--- src/rtl/hough_vote_if.sv ---
// Vote stream handshake between the Hough calculate stage (master) and the
// vote accumulator (slave).
interface hough_vote_if;
    logic              vote_valid;
    logic              vote_ready;
    logic signed [12:0] vote_r;
    logic        [7:0]  vote_angle;

    modport master (output vote_valid, output vote_r, output vote_angle, input vote_ready);
    modport slave  (input vote_valid, input vote_r, input vote_angle, output vote_ready);
endinterface

--- src/rtl/hough_vote_accumulator.sv ---
// Hough vote accumulator: bins (r, angle) votes and increments per-bin tallies in an
// external read-first dual-port BRAM; includes a clear sweep. Optional stats: HOUGH_ACC_STATS_EN.
module hough_vote_accumulator #(
    parameter int R_MAX      = 800,
    parameter int ANGLE_BINS = 45,
    parameter int COUNT_W    = 16,
    parameter int ADDR_W     = 15
) (
    input  logic               clk,
    input  logic               reset,
    hough_vote_if.slave        vote,
    input  logic               clear_start,
    output logic               clear_busy,
    output logic               clear_done,
    output logic [ADDR_W-1:0]  mem_raddr,
    input  logic [COUNT_W-1:0] mem_rdata,
    output logic               mem_we,
    output logic [ADDR_W-1:0]  mem_waddr,
    output logic [COUNT_W-1:0] mem_wdata,
    output logic [15:0]        votes_accepted,
    output logic [15:0]        votes_dropped
);

    localparam int                 NUM_BINS  = (R_MAX / 2 + 1) * ANGLE_BINS;
    localparam logic [ADDR_W-1:0]  LAST_ADDR = ADDR_W'(NUM_BINS - 1);
    localparam logic signed [13:0] R_MAX_S   = 14'(R_MAX);
    localparam logic [7:0]         ANGLE_MAX = 8'(4 * (ANGLE_BINS - 1));

    typedef enum logic {
        ACCUM = 1'b0,
        CLEAR = 1'b1
    } state_t;

    state_t              state;
    logic [ADDR_W-1:0]   sweep_addr;
    logic                accept;
    logic                clear_go;
    logic                clear_last;

    logic signed [13:0]  r_ext;
    logic signed [13:0]  r_off;
    logic signed [13:0]  r_bin;
    logic                bin_ok;
    logic [ADDR_W-1:0]   bin_addr;

    logic                s1_valid;
    logic [ADDR_W-1:0]   s1_addr;
    logic                fw_valid;
    logic [ADDR_W-1:0]   fw_addr;
    logic [COUNT_W-1:0]  fw_data;
    logic [COUNT_W-1:0]  base;
    logic [COUNT_W-1:0]  inc_data;

    assign vote.vote_ready = (state == ACCUM) && !clear_start;
    assign accept          = vote.vote_valid && vote.vote_ready;
    assign clear_go        = (state == ACCUM) && clear_start;
    assign clear_last      = (state == CLEAR) && (sweep_addr == LAST_ADDR);

    // NOTE: every variable driven in always_comb gets a default on every path, otherwise a latch is inferred.
    always_comb begin
        r_ext    = {vote.vote_r[12], vote.vote_r};
        r_off    = r_ext + R_MAX_S;
        r_bin    = r_off >>> 2;
        bin_ok   = (vote.vote_angle[1:0] == 2'b00) && (vote.vote_angle <= ANGLE_MAX) &&
                   (r_ext >= -R_MAX_S) && (r_ext <= R_MAX_S);
        bin_addr = ADDR_W'(r_bin) * ADDR_W'(ANGLE_BINS) + ADDR_W'(vote.vote_angle[7:2]);
    end

    assign mem_raddr = bin_addr;

    // NOTE: sequential state uses non-blocking assignments so all flops update together at the edge.
    always_ff @(posedge clk) begin
        if (reset) begin
            state      <= ACCUM;
            sweep_addr <= '0;
            clear_busy <= 1'b0;
            clear_done <= 1'b0;
        end else begin
            clear_done <= 1'b0;
            case (state)
                ACCUM: begin
                    if (clear_start) begin
                        state      <= CLEAR;
                        sweep_addr <= '0;
                        clear_busy <= 1'b1;
                    end
                end
                CLEAR: begin
                    if (sweep_addr == LAST_ADDR) begin
                        state      <= ACCUM;
                        clear_busy <= 1'b0;
                        clear_done <= 1'b1;
                    end else begin
                        sweep_addr <= sweep_addr + 1'b1;
                    end
                end
                default: state <= ACCUM;
            endcase
        end
    end

    always_ff @(posedge clk) begin
        if (reset) begin
            s1_valid <= 1'b0;
            fw_valid <= 1'b0;
        end else begin
            s1_valid <= accept && bin_ok;
            fw_valid <= s1_valid && !clear_go;
        end
    end

    // NOTE: payload registers are not reset; their valid bits gate every use, as with the BRAM itself.
    always_ff @(posedge clk) begin
        s1_addr <= bin_addr;
        fw_addr <= s1_addr;
        fw_data <= inc_data;
    end

    // The BRAM is read-first, so a write issued last cycle is invisible to this cycle's read data.
    always_comb begin
        base     = (fw_valid && (fw_addr == s1_addr)) ? fw_data : mem_rdata;
        inc_data = (&base) ? base : base + 1'b1;
        mem_we    = 1'b0;
        mem_waddr = s1_addr;
        mem_wdata = inc_data;
        if (!reset) begin
            if (state == CLEAR) begin
                mem_we    = 1'b1;
                mem_waddr = sweep_addr;
                mem_wdata = '0;
            end else if (s1_valid) begin
                mem_we = 1'b1;
            end
        end
    end

`ifdef HOUGH_ACC_STATS_EN
    always_ff @(posedge clk) begin
        if (reset || clear_last) begin
            votes_accepted <= '0;
            votes_dropped  <= '0;
        end else if (accept) begin
            if (bin_ok) begin
                if (!(&votes_accepted)) votes_accepted <= votes_accepted + 1'b1;
            end else begin
                if (!(&votes_dropped)) votes_dropped <= votes_dropped + 1'b1;
            end
        end
    end
`else
    assign votes_accepted = 16'd0;
    assign votes_dropped  = 16'd0;
`endif

endmodule

--- src/flat_wrapper.sv ---
// flat-port wrapper written by rule: the top's interface ports become plain ports
module hough_vote_accumulator_flat 
#(
    parameter int R_MAX      = 800,
    parameter int ANGLE_BINS = 45,
    parameter int COUNT_W    = 16,
    parameter int ADDR_W     = 15
)
  (clk, reset, clear_start, clear_busy, clear_done, mem_raddr, mem_rdata, mem_we, mem_waddr, mem_wdata, votes_accepted, votes_dropped, vote_vote_valid, vote_vote_r, vote_vote_angle, vote_vote_ready);
  hough_vote_if vote_i ();
  input  logic clk;
  input  logic reset;
  input  logic clear_start;
  output logic clear_busy;
  output logic clear_done;
  output logic [ADDR_W-1:0] mem_raddr;
  input  logic [COUNT_W-1:0] mem_rdata;
  output logic mem_we;
  output logic [ADDR_W-1:0] mem_waddr;
  output logic [COUNT_W-1:0] mem_wdata;
  output logic [15:0] votes_accepted;
  output logic [15:0] votes_dropped;
  input wire logic [$bits(vote_i.vote_valid)-1:0] vote_vote_valid;
  input wire logic [$bits(vote_i.vote_r)-1:0] vote_vote_r;
  input wire logic [$bits(vote_i.vote_angle)-1:0] vote_vote_angle;
  output wire logic [$bits(vote_i.vote_ready)-1:0] vote_vote_ready;
  assign vote_i.vote_valid = vote_vote_valid;
  assign vote_i.vote_r = vote_vote_r;
  assign vote_i.vote_angle = vote_vote_angle;
  assign vote_vote_ready = vote_i.vote_ready;
  hough_vote_accumulator #(.R_MAX(R_MAX), .ANGLE_BINS(ANGLE_BINS), .COUNT_W(COUNT_W), .ADDR_W(ADDR_W)) u_core (.clk(clk), .reset(reset), .vote(vote_i), .clear_start(clear_start), .clear_busy(clear_busy), .clear_done(clear_done), .mem_raddr(mem_raddr), .mem_rdata(mem_rdata), .mem_we(mem_we), .mem_waddr(mem_waddr), .mem_wdata(mem_wdata), .votes_accepted(votes_accepted), .votes_dropped(votes_dropped));
endmodule
--- config.mk ---
export PLATFORM = sky130hd
export DESIGN_NAME = hough_vote_accumulator_flat
export DESIGN_NICKNAME = d
export VERILOG_FILES = /design/src/rtl/hough_vote_if.sv /design/src/rtl/hough_vote_accumulator.sv /design/src/flat_wrapper.sv
export SDC_FILE = /design/constraint.sdc
export NUM_CORES = 1
export LEC_CHECK = 0
export BUFFER_PORTS_ARGS = -buffer_cell sky130_fd_sc_hd__buf_2
export CORE_ASPECT_RATIO = 0.8
export CORE_MARGIN = 10
export CORE_UTILIZATION = 45
export DETAILED_ROUTE_END_ITERATION = 6
export PLACE_DENSITY_LB_ADDON = 0.3
export SYNTH_ARGS = -nofsm -noshare
export SYNTH_HDL_FRONTEND = slang
export SYNTH_SLANG_ARGS = --single-unit
--- constraint.sdc ---
create_clock -name clk -period 12.2 [get_ports clk]
set_input_delay 1.22 -clock clk [delete_from_list [all_inputs] [get_ports clk]]
set_output_delay 1.22 -clock clk [all_outputs]
set_load 0.03 [all_outputs]
==> impl_metrics.json, run 1 <==
{
  "cts_hold_buf": 0,
  "grt_max_degree": 32,
  "wl_per_cell_microns": 15.7,
  "coreArea_sq_um": 12200,
  "cts_setup_buffers": 0,
  "swShare_pct": 49.6,
  "synth-seq-cells": 66,
  "cp-startpoint": "vote_vote_r[5]",
  "cp_data_arrival_time_ns": 5.79,
  "cap_violations": 0,
  "required_ns": 10.98,
  "combPwrFrac_pct": 60.6,
  "dr.pass1.iters": 4,
  "drive_above_1_share_pct": 17.3,
  "start_kind": "primary input",
  "p_switching_uw": 739,
  "antenna_cells": 0,
  "hold_ws_ns": 0.385,
  "grt_pass1_vias": 4820,
  "p_total_mw": 1.49,
  "drc": 0,
  "r2r_cells": 11,
  "tightestPinTransition_ns": 0.771,
  "powerDensity_nw_per_um2": 234,
  "r2r_end": "u_core.fw_data[1]$_DFF_P_",
  "seq_area_sq_um": 1320,
  "setup_viol": 0,
  "netlist_area_sq_um": 5590,
  "slowest_delay_ns": 0.61,
  "drtIter0Drc": 270,
  "cts_root_buf": "clkbuf_16",
  "seq_power_share_pct": 20.9,
  "start_util_pct": 46.0,
  "io_pins": 123,
  "gp_congestion": 0.907,
  "crit_chain": "buf_2 -> ha_1 -> a21oi_1 -> xor2_1 -> and2_1 -> nor2_1 -> ha_1 -> fa_1 -> inv_1 -> fa_1 -> inv_1 -> ha_1 -> or3_1 -> o211a_1 -> o311ai_0 -> buf_2",
  "num_vias": 4874,
  "fillCellCount": 1174,
  "synth-main-ff-cell": "dfxtp_1",
  "tns_ns": 0,
  "yosysTopAreaCell": "dfxtp_1",
  "synth-seq-area-share_pct": 23.6,
  "r2r_slack_ns": 8.57,
  "crit_type": "in -> out",
  "cts_buffer_depth": 2,
  "grtUsageTotal_pct": 16.1,
  "slew_headroom_pct": 48.6,
  "synth.distinct_cells": 61,
  "cpMaxStageDelayCell": "o311ai_0",
  "num_rows": 36,
  "yosysMostFrequentCell": "inv_1",
  "period_minus_slack_ns": 7.01,
  "multiInputGateArea_sq_um": 3800,
  "nets": 858,
  "viasPerCell": 5.40,
  "drv_slew": 0,
  "area_delta_synth_final_pct": 13.9,
  "cts_resized": 0,
  "tritoncts": "yes",
  "min_path_type": "reg -> reg",
  "synth_edf_count": 0,
  "pre_cts_slack_ns": 5.20,
  "synth_top_area_share_pct": 23.6,
  "cts.clk_slew.worst_paths_ns": 0.06,
  "gr-total-overflow": 0,
  "totalWireLength_mm": 14.2,
  "final.period_utilization_pct": 57.4,
  "clk_latency_ns": 0.33,
  "synth_area_per_cell_sq_um": 8.44,
  "cpMostUsedCell": "ha_1",
  "grt_pass1_wl_mm": 23.1,
  "dp_hpwl_mm": 11.6,
  "regToRegStartpoint": "u_core.s1_addr[11]$_DFF_P_",
  "worst_slack_ns": 5.19,
  "clock_sinks": 66,
  "p_int_uw": 750,
  "antenna_left": 0,
  "min_from": "u_core.s1_addr[13]$_DFF_P_",
  "dieArea_sq_um": 17300,
  "rsz0062_at_grt": "no",
  "synthArstFlopShare_pct": 0,
  "pwr-share-clk_pct": 18.5,
  "die_h_microns": 120,
  "clock_skew_ns": 0.00647,
  "yosys-top-cells-count": "69 x inv_1, 66 x dfxtp_1, 60 x nand2_1",
  "antenna_found_initial": 0,
  "worstPathMaxFanout": 7,
  "status": "finished, final reports clean",
  "maxClockFrequency_mhz": 143,
  "hold_viol": 0,
  "htree_levels": 3,
  "synthCells": 662,
  "hold_depth": 0,
  "synth_area_leaders": "dfxtp_1 24%, ha_1 11%, xnor2_1 8.3%",
  "p_leak_nw": 2.88,
  "vdd_ir_drop_max_mv": 0.287,
  "yosys_warnings": 0,
  "min_to": "u_core.fw_addr[13]$_DFF_P_",
  "numPortBuffers": 90,
  "endpoint_kind": "output pin",
  "dieWidth_microns": 145,
  "cts_buffers": 9
}
[metal layers]
metal  routed length (microns)  global-route usage (%)  share of wire [%]
met3                      1120                    5.08                7.9
met5                         0                       0                  0
met1                      6550                    21.0                 46
met4                       162                    3.78                1.1
met2                      6350                    25.3                 45
[worst max-delay path, delay by kind of cell]
family,cells,cell delay (ns)
AND/OR/NAND/NOR,3,0.68
buffers and inverters,4,0.53
XOR/XNOR,1,0.49
adder cells (fa/ha/maj),5,1.86
AO/OA/AOI/OAI,3,1.01
[registers in the layout, summed over array words and instances, names as in the netlist]
signal / cells
u_core.state: 1
u_core.clear_busy: 1
u_core.s1_addr: 15
u_core.fw_valid: 1
u_core.fw_data: 16
u_core.clear_done: 1
u_core.s1_valid: 1
u_core.fw_addr: 15
u_core.sweep_addr: 15
[cell type report]
cell class              count  area share, %
clock buffers               9           3.54
clock inverters             6           1.43
inverters                  70           4.13
multi-input cells         507           59.7
flip-flops and latches     66           20.7
well taps                 152           2.99
repair buffers             93           7.43
[kinds of logic after synthesis]
| group | share of synthesized area (%) |
|---|---|
| AOI/OAI and AO/OA | 12.9 |
| and+or+nand+nor | 20.3 |
| other | 0.0671 |
| buffers and inverters | 10.5 |
| muxes | 3.34 |
| xor gates and xnor gates | 10.6 |
| adders and majority gates | 18.6 |
| DFF | 23.6 |
[metrics by stage]
| stage | utilization (%) | instance area (sq um) | instances |
|---|---|---|---|
| 3_5_place_dp | 49.8 | 6050 | 888 |
| 2_1_floorplan | - | 5710 | 693 |
| 6_report | 52.4 | 6370 | 903 |
| 4_1_cts | 52.4 | 6370 | 903 |
| 5_1_grt | 52.4 | 6370 | 903 |
| 3_3_place_gp | 49.8 | 6050 | 888 |
[worst max-delay path by stage]
| stage | to | slack (ns) |
|---|---|---|
| 4_1_cts | mem_raddr[12] | 5.21 |
| 2_1_floorplan | mem_raddr[12] | 5.26 |
| 3_3_place_gp | mem_raddr[12] | 5.42 |
| 6_report | mem_raddr[12] | 5.19 |
| 3_5_place_dp | mem_raddr[12] | 5.20 |
| 5_1_grt | mem_raddr[12] | 5.00 |
[cells in the final DEF (no fill, tap or decap), drive strengths merged, types with 18 or more instances in the layout]
cell type / n
buf: 93
a21oi: 22
ha: 48
nand3: 23
nand2: 60
o21ai: 20
fa: 22
dfxtp: 66
conb: 32
inv: 71
nor2: 38
nand4: 18
xnor2: 55
[power by group through the flow]
stage	Clock, mW	Combinational (mW)	Sequential (mW)
3_3_place_gp	0	0.880	0.314
3_5_place_dp	0	0.900	0.316
4_1_cts	0.281	0.905	0.311
6_report	0.276	0.902	0.311
2_1_floorplan	0	0.670	0.305
5_1_grt	0.291	0.986	0.317
Note: power is estimated with default switching activity, not from simulation.
==> run 2: changes to the inputs <==
==> constraint.sdc (replaced) <==
create_clock -name clk -period 7.15 [get_ports clk]
set_input_delay 0.715 -clock clk [delete_from_list [all_inputs] [get_ports clk]]
set_output_delay 0.715 -clock clk [all_outputs]
set_load 0.03 [all_outputs]
==> run 2 against run 1 <==
  * Final cell count rose by 0.11%
  * Worst hold slack lost 0.00078 ns
  * Non-clock buffer count unchanged
  * First-iteration DRC count shrank 14%
  * Critical path type unchanged
  * Critical endpoint unchanged
  * Largest power group unchanged
==> impl_metrics.json, run 2 (synthesized netlist as in run 1, its figures left out) <==
{
  "coreArea_sq_um": 12200,
  "placedCellCount": 888,
  "nets": 858,
  "dp_hpwl_mm": 11.6,
  "dr.pass1.iters": 5,
  "drtIter0Drc": 232,
  "worstPathMaxFanout": 7,
  "crit_type": "in -> out",
  "final.period_utilization_pct": 84.3,
  "cts.clk_slew.worst_paths_ns": 0.06,
  "layout_commonest_cell": "buf_2",
  "grt_pass1_wl_mm": 23.1,
  "totalWireLength_mm": 14.2,
  "hold_depth": 0,
  "io_pins": 123,
  "r2r_slack_ns": 3.49,
  "hold_ws_ns": 0.385,
  "cts_setup_buffers": 0,
  "tightestPinTransition_ns": 0.807,
  "start_kind": "primary input",
  "powerDensity_nw_per_um2": 392,
  "cts_hold_buf": 0,
  "status": "finished, final reports clean",
  "wl_per_cell_microns": 15.8,
  "required_ns": 6.43,
  "drv_slew": 0,
  "vdd_ir_drop_max_mv": 0.411,
  "period_minus_slack_ns": 6.03,
  "drive_above_1_share_pct": 17.2,
  "p_leak_nw": 2.86,
  "p_total_mw": 2.48,
  "dieWidth_microns": 145,
  "drc": 0,
  "endpoint_kind": "output pin",
  "numPortBuffers": 90,
  "grt_max_degree": 32,
  "cts_resized": 0,
  "hold_viol": 0,
  "htree_levels": 3,
  "num_vias": 4900,
  "rsz0062_at_grt": "no",
  "min_path_type": "reg -> reg",
  "die_h_microns": 120,
  "clock_sinks": 66,
  "largest_reg_flops": 16,
  "final_cells": 904,
  "antenna_found_initial": 0,
  "start_util_pct": 46.0,
  "grtUsageTotal_pct": 16.2,
  "tritoncts": "yes",
  "slew_headroom_pct": 46.2,
  "clock_skew_ns": 0.0112,
  "tns_ns": 0,
  "cts_buffer_depth": 2,
  "viasPerCell": 5.42,
  "cts_root_buf": "clkbuf_16",
  "cp_data_arrival_time_ns": 5.31,
  "regMostFlops": "u_core.fw_data",
  "setup_viol": 0,
  "gp_congestion": 0.907,
  "grt_pass1_vias": 4919,
  "num_rows": 36,
  "antenna_left": 0,
  "maxClockFrequency_mhz": 166,
  "cts_buffers": 9,
  "mostFrequentLayoutCells": "90 x buf_2, 69 x inv_1, 66 x dfxtp_1, 60 x nand2_1, 53 x xnor2_1",
  "antenna_cells": 0,
  "gr-total-overflow": 0,
  "r2r_cells": 11,
  "dieArea_sq_um": 17300,
  "area_delta_synth_final_pct": 13.1,
  "cap_violations": 0,
  "clk_latency_ns": 0.33
}
## run 2: changes by cell type in the layout (fill, tap and decap cells not counted), sizes merged
cell and change:
bufinv -2, clkbuf +2, clkinvlp +1
## run 2: area by class of cell
cell class	instances	area, sq um
Sequential cell	66	1320
Timing Repair Buffer	93	473
Tap cell	152	190
Clock buffer	11	233
Inverter	70	263
Clock inverter	5	38.8
Fill cell	1188	5840
Multi-Input combinational cell	507	3800
## run 2: routing by layer
| metal | track usage, % | part of all wire [%] | up-vias |
|---|---|---|---|
| met4 | 4.98 | 1.8 | 0 |
| met3 | 4.69 | 7.6 | 19 |
| met2 | 25.4 | 44 | 152 |
| met1 | 20.9 | 46 | 2321 |
| li1 | - | - | 2408 |
| met5 | 0 | 0 | - |
## run 2: path summary, 6_finish.rpt
| kind | startpoint | to |
|---|---|---|
| worst max-delay path | vote_vote_r[5] | mem_raddr[12] |
| worst min-delay path | u_core.s1_addr[10]$_DFF_P_ | u_core.fw_addr[10]$_DFF_P_ |
| worst min register to register | u_core.s1_addr[10]$_DFF_P_ | u_core.fw_addr[10]$_DFF_P_ |
| worst max register to register | u_core.s1_addr[14]$_DFF_P_ | u_core.fw_data[1]$_DFF_P_ |
## run 2: report_power, final
group          total (mW)  switching (mW)  internal (mW)
clock network       0.403           0.166          0.236
logic                1.54            1.03          0.510
registers           0.530          0.0650          0.465
total                2.48            1.27           1.21
## run 2: through the flow
step / worst slack, ns / utilization [%] / cell area [sq um]
finish: 1.12 / 52.0 / 6320
global placement: 1.38 / 49.8 / 6050
global route: 0.946 / 52.0 / 6320
floorplan: 1.22 / - / 5710
CTS: 1.13 / 52.0 / 6320
detailed placement: 1.12 / 49.8 / 6050
## run 2: critical path: stages
cell and delay [ns]:
buf_2 0.12, ha_1 0.23, a21oi_1 0.16, xor2_1 0.50, and2_1 0.24, nor2_1 0.06, ha_1 0.32, fa_1 0.54
inv_1 0.05, fa_1 0.52, inv_1 0.04, ha_1 0.25, or3_1 0.38, o211a_1 0.24, o311ai_0 0.62, buf_2 0.32
